==> src/rtl/input_debouncer_if.sv <==
// Signal bundle between a bouncy raw input source and the debouncer.
// The master drives the raw input; the slave returns the conditioned level and strobes.
interface input_debouncer_if;
  logic din;
  logic level;
  logic rise;
  logic fall;
  logic busy;

  modport master (output din, input level, rise, fall, busy);
  modport slave  (input din, output level, rise, fall, busy);
endinterface

==> src/rtl/input_debouncer.sv <==
// Two-flop synchroniser followed by a stability-counter debouncer.
// Emits a registered clean level plus single-cycle rise/fall strobes.
//
// state    | meaning
// IDLE     | s2 agrees with level, counter held at zero
// SETTLING | s2 differs from level, counting consecutive disagreeing samples
module input_debouncer #(
  parameter int unsigned STABLE_CYCLES = 4,
  parameter int unsigned CNT_WIDTH     = 16,
  parameter logic        RESET_LEVEL   = 1'b0
) (
  input logic               clk,
  input logic               rst_n,
  input_debouncer_if.slave  dbi
);

  typedef enum logic {IDLE, SETTLING} state_t;

  localparam logic [CNT_WIDTH-1:0] CNT_ONE  = CNT_WIDTH'(1);
  localparam logic [CNT_WIDTH-1:0] CNT_LAST = CNT_WIDTH'(STABLE_CYCLES - 1);

  state_t               state;
  logic                 s1;
  logic                 s2;
  logic                 level_q;
  logic                 rise_q;
  logic                 fall_q;
  logic                 busy_q;
  logic [CNT_WIDTH-1:0] cnt;

  always_ff @(posedge clk or negedge rst_n) begin
    if (!rst_n) begin
      s1 <= RESET_LEVEL;
      s2 <= RESET_LEVEL;
    end else begin
      s1 <= dbi.din;
      s2 <= s1;
    end
  end

  always_ff @(posedge clk or negedge rst_n) begin
    if (!rst_n) begin
      state   <= IDLE;
      cnt     <= '0;
      level_q <= RESET_LEVEL;
      rise_q  <= 1'b0;
      fall_q  <= 1'b0;
      busy_q  <= 1'b0;
    end else begin
      rise_q <= 1'b0;
      fall_q <= 1'b0;
      case (state)
        IDLE: begin
          cnt <= '0;
          if (s2 != level_q) begin
            // A single-sample requirement flips immediately and never enters SETTLING.
            if (STABLE_CYCLES == 1) begin
              level_q <= ~level_q;
              rise_q  <= ~level_q;
              fall_q  <= level_q;
            end else begin
              state  <= SETTLING;
              cnt    <= CNT_ONE;
              busy_q <= 1'b1;
            end
          end
        end
        SETTLING: begin
          if (s2 == level_q) begin
            state  <= IDLE;
            cnt    <= '0;
            busy_q <= 1'b0;
          end else if (cnt == CNT_LAST) begin
            level_q <= ~level_q;
            rise_q  <= ~level_q;
            fall_q  <= level_q;
            state   <= IDLE;
            cnt     <= '0;
            busy_q  <= 1'b0;
          end else begin
            cnt <= cnt + CNT_ONE;
          end
        end
      endcase
    end
  end

  assign dbi.level = level_q;
  assign dbi.rise  = rise_q;
  assign dbi.fall  = fall_q;
  assign dbi.busy  = busy_q;

endmodule

==> src/flat_wrapper.sv <==
// flat-port wrapper written by rule: the top's interface ports become plain ports
module input_debouncer_flat 
#(
  parameter int unsigned STABLE_CYCLES = 4,
  parameter int unsigned CNT_WIDTH     = 16,
  parameter logic        RESET_LEVEL   = 1'b0
)
  (clk, rst_n, dbi_din, dbi_level, dbi_rise, dbi_fall, dbi_busy);
  input_debouncer_if dbi_i ();
  input logic clk;
  input logic rst_n;
  input wire logic [$bits(dbi_i.din)-1:0] dbi_din;
  output wire logic [$bits(dbi_i.level)-1:0] dbi_level;
  output wire logic [$bits(dbi_i.rise)-1:0] dbi_rise;
  output wire logic [$bits(dbi_i.fall)-1:0] dbi_fall;
  output wire logic [$bits(dbi_i.busy)-1:0] dbi_busy;
  assign dbi_i.din = dbi_din;
  assign dbi_level = dbi_i.level;
  assign dbi_rise = dbi_i.rise;
  assign dbi_fall = dbi_i.fall;
  assign dbi_busy = dbi_i.busy;
  input_debouncer #(.STABLE_CYCLES(STABLE_CYCLES), .CNT_WIDTH(CNT_WIDTH), .RESET_LEVEL(RESET_LEVEL)) u_core (.clk(clk), .rst_n(rst_n), .dbi(dbi_i));
endmodule
==> config.mk <==
export PLATFORM = sky130hd
export DESIGN_NAME = input_debouncer_flat
export DESIGN_NICKNAME = d
export VERILOG_FILES = /design/src/rtl/input_debouncer_if.sv /design/src/rtl/input_debouncer.sv /design/src/flat_wrapper.sv
export SDC_FILE = /design/constraint.sdc
export NUM_CORES = 1
export LEC_CHECK = 0
export CELL_PAD_IN_SITES_DETAIL_PLACEMENT = 1
export CELL_PAD_IN_SITES_GLOBAL_PLACEMENT = 1
export CORE_ASPECT_RATIO = 2
export CORE_MARGIN = 4
export CORE_UTILIZATION = 30
export DETAILED_ROUTE_END_ITERATION = 16
export PLACE_DENSITY_LB_ADDON = 0.1
export RECOVER_POWER = 100
export SYNTH_ARGS = -nofsm -noshare
export SYNTH_HDL_FRONTEND = slang
export SYNTH_SLANG_ARGS = --single-unit
==> constraint.sdc <==
create_clock -name clk -period 3.7 [get_ports clk]
set_clock_uncertainty 0.1 [all_clocks]
set_input_delay 1.11 -clock clk [delete_from_list [all_inputs] [get_ports clk]]
set_output_delay 1.11 -clock clk [all_outputs]
set_load 0.02 [all_outputs]
==> flow_metrics.tcl <==
set metrics [dict create \
    cp_max_fo 5 \
    drt_wl_total_um 2360 \
    critical_path.top_delay_family "buffers and inverters" \
    drc 0 \
    p_sw_mw 0.194 \
    hp-start "u_core.s1$_DFF_PN0_" \
    core_area_um2 3420 \
    leakage_nw 0.466 \
    grt_pass1_vias 843 \
    muxShareOfSynthArea_pct 1.05 \
    dieArea_um2 4640 \
    yosys.area_share.simple_pct 27.3 \
    critPathKind "reg -> out" \
    synthAdderAreaFrac_pct 1.17 \
    cap_violations 0 \
    port_buffers 6 \
    finalCriticalPeriod_ps 2580 \
    critPathCaptureType "primary output" \
    hold_viol_final 0 \
    min_to "u_core.s2$_DFF_PN0_" \
    postSynthCellCount 99 \
    reg2reg_slack_ps 1560 \
    synth_compound_area_share_pct 1.29 \
    dp_hpwl_um 1760 \
    clockBufferDepth 2 \
    row_count 30 \
    grt_max_degree 24 \
    comb_power_share_pct 23.8 \
    clk_pin_slew_ps 80 \
    syn-cell-area_um2 1070 \
    swShare_pct 32.1 \
    die_x_um 50.2 \
    fmax_mhz 387 \
    syn_avg_cell_area_um2 10.8 \
    ys_ff_latch 23 \
    hold_buffers 0 \
    clk_latency_ps 260 \
    num_antenna_cells 0 \
    grt_remaining_overflow 0 \
    worst_pin_slew_ps 1240 \
    wl_per_cell_um 15.2 \
    vias 734 \
    r2r_start "u_core.cnt[0]$_DFF_PN0_" \
    fin_ws_ps 1120 \
    cp.arrival_ps 1370 \
    drive_gt1_share_pct 7.48 \
    htree_levels 1 \
    vdd_drop_max_mv 0.311 \
    cts_tree "done" \
    cts_sinks 23 \
    crit_buf_inv 1 \
    finalSetupTns_ps 0 \
    gp_congestion 0.714 \
    numCtsBuffers 3 \
    critPathMaxStageDelay_ps 700 \
    period_share_pct 69.8 \
    reg2reg_to "u_core.cnt[10]$_DFF_PN0_" \
    synth_top_family_by_area "simple AND/OR/NAND/NOR gates" \
    placed_area_um2 1170 \
    drt-initial-drc-count 17 \
    synth_nets 103 \
    die_h_um 92.4 \
    grt_usage_pct 12.2 \
    first_pass_iters 3 \
    setup_viol 0 \
    synth_cell_types 23 \
    pwr-share-clk_pct 25.4 \
    r2r_cells 5 \
    pre_cts_slack_ps 1460 \
    p_int_mw 0.411 \
    min_delay_path_depth 0 \
    slew_violations 0 \
    final_cell_area_um2 1200 \
    area_growth_pct 12.8 \
    io_pins 7 \
    fillers 396 \
    p_per_area_nw_per_um2 503 \
    synth_xor_xnor_area_share_pct 12.3 \
    power_frac_seq_pct 50.8 \
    yosysWarnings 0 \
    cp-start-kind "flip-flop" \
    antenna_found_initial 0 \
    startpoint "u_core.dbi.level$_DFFE_PN0P_" \
    fin_nets 112 \
    cts_root_buf "clkbuf_8" \
    grt_pass1_wl_um 4240 \
    crit_chain "dlygate4sd3_1" \
    rsz0062_at_grt "no" \
    slew_headroom_pct 17.2 \
    run_status "finished clean" \
    required_ps 2490 \
    timing.critical_path.slowest_stage_cell "dlygate4sd3_1" \
    yosysSeqAreaShare_pct 53.9 \
    postCtsSetupRepairBufs 0 \
    viasPerCell 4.74 \
    hold_path_class "reg -> reg" \
    initial_core_util_pct 31.3 \
    post_cts_resized 0 \
    drtAntennaViolNets 0 \
]
==> metal layers <==
metal  wire length (µm)  vias up  part of all wire [%]  track usage [%]
met2               1340        7                    57             21.3
met5                  0        -                     0                0
met3                 42        2                   1.8             1.77
li1                   -      353                     -                -
met4                 28        0                   1.2             6.24
met1                956      372                    40             13.9
==> Yosys cell counts <==
cell      number  area, µm²
nor3b_1        2       15.0
nand4_1        3       18.8
a21boi_0       1       7.51
buf_6          1       11.3
and2_1         1       6.26
dfrtp_1       23        576
nor2_1        17       63.8
o22ai_1        1       6.26
and4_1         1       8.76
nor3_1         4       20.0
xnor2_1       12        105
nand2_1        5       18.8
nor2_2         2       12.5
ha_1           1       12.5
mux2_2         1       11.3
nand3_1        5       25.0
xor2_1         3       26.3
inv_1          3       11.3
buf_2          2       10.0
nor4b_1        2       17.5
nor4_1         7       43.8
nand3b_4       1       20.0
nand4_4        1       21.3
==> cell type report <==
cell class	instances	area [µm²]	share of cell area, %
multi-input combinational	70	448	37.2
clock inverter	1	5.00	0.415
tap	48	60.1	4.98
inverter	3	11.3	0.935
sequential	23	576	47.8
timing repair buffer	7	63.8	5.30
clock buffer	3	41.3	3.43
==> worst max-delay path by stage <==
| stage | endpoint | slack, ps | cells after the start |
|---|---|---|---|
| detailed placement | dbi_level | 1460 | 1 |
| global placement | dbi_level | 1490 | 1 |
| CTS | dbi_level | 1150 | 1 |
| finish | dbi_level | 1120 | 1 |
| global route | u_core.s1$_DFF_PN0_ | 970 | 2 |
| floorplan | dbi_level | 2020 | 0 |
==> sequential cells by signal, indices dropped and copies added (netlist names) <==
| signal | count |
|---|---|
| u_core.dbi.level | 1 |
| u_core.s2 | 1 |
| u_core.dbi.busy | 1 |
| u_core.state | 1 |
| u_core.s1 | 1 |
| u_core.dbi.rise | 1 |
| u_core.cnt | 16 |
| u_core.dbi.fall | 1 |
==> power by group through the flow <==
stage / sequential (mW) / combinational, mW / clock, mW
2_1_floorplan: 0.325 / 0.103 / 0
3_3_place_gp: 0.315 / 0.157 / 0
3_5_place_dp: 0.317 / 0.165 / 0
4_1_cts: 0.312 / 0.166 / 0.164
5_1_grt: 0.312 / 0.168 / 0.171
6_report: 0.308 / 0.144 / 0.154
==> cell families after synthesis <==
| family | after synthesis |
|---|---|
| AO/OA/AOI/OAI | 2 |
| AND/OR/NAND/NOR | 51 |
| flip-flops | 23 |
| adder cells (fa/ha/maj) | 1 |
| XOR/XNOR | 15 |
| buffers and inverters | 6 |
| multiplexers | 1 |
==> stage by stage <==
stage          power (mW)  hold slack (ps)  utilization [%]  instances
2_1_floorplan       0.428              231                -         99
3_3_place_gp        0.472              244             34.4        151
3_5_place_dp        0.482              238             34.4        151
4_1_cts             0.642              268             35.8        155
5_1_grt             0.651              278             35.3        155
6_report            0.606              260             35.3        155
==> placed cells by master, fill, tap and decap left out <==
cell / Yosys / layout
and4_1: 1 / 1
nor2_2: 2 / 2
and2_0: 0 / 1
ha_1: 1 / 1
nor2_1: 17 / 17
nor3_1: 4 / 4
xnor2_1: 12 / 12
nand3b_1: 0 / 1
dlygate4sd3_1: 0 / 6
nand4_4: 1 / 1
a21boi_0: 1 / 1
clkbuf_1: 0 / 1
mux2_2: 1 / 1
clkinv_2: 0 / 1
nor4_1: 7 / 7
nand3_1: 5 / 5
nand2_1: 5 / 5
nand4_1: 3 / 3
dfrtp_1: 23 / 23
nor3b_1: 2 / 2
o22ai_1: 1 / 1
clkbuf_8: 0 / 3
xor2_1: 3 / 3
inv_1: 3 / 3
nor4b_1: 2 / 2
Note: power is estimated with default switching activity, not from simulation.
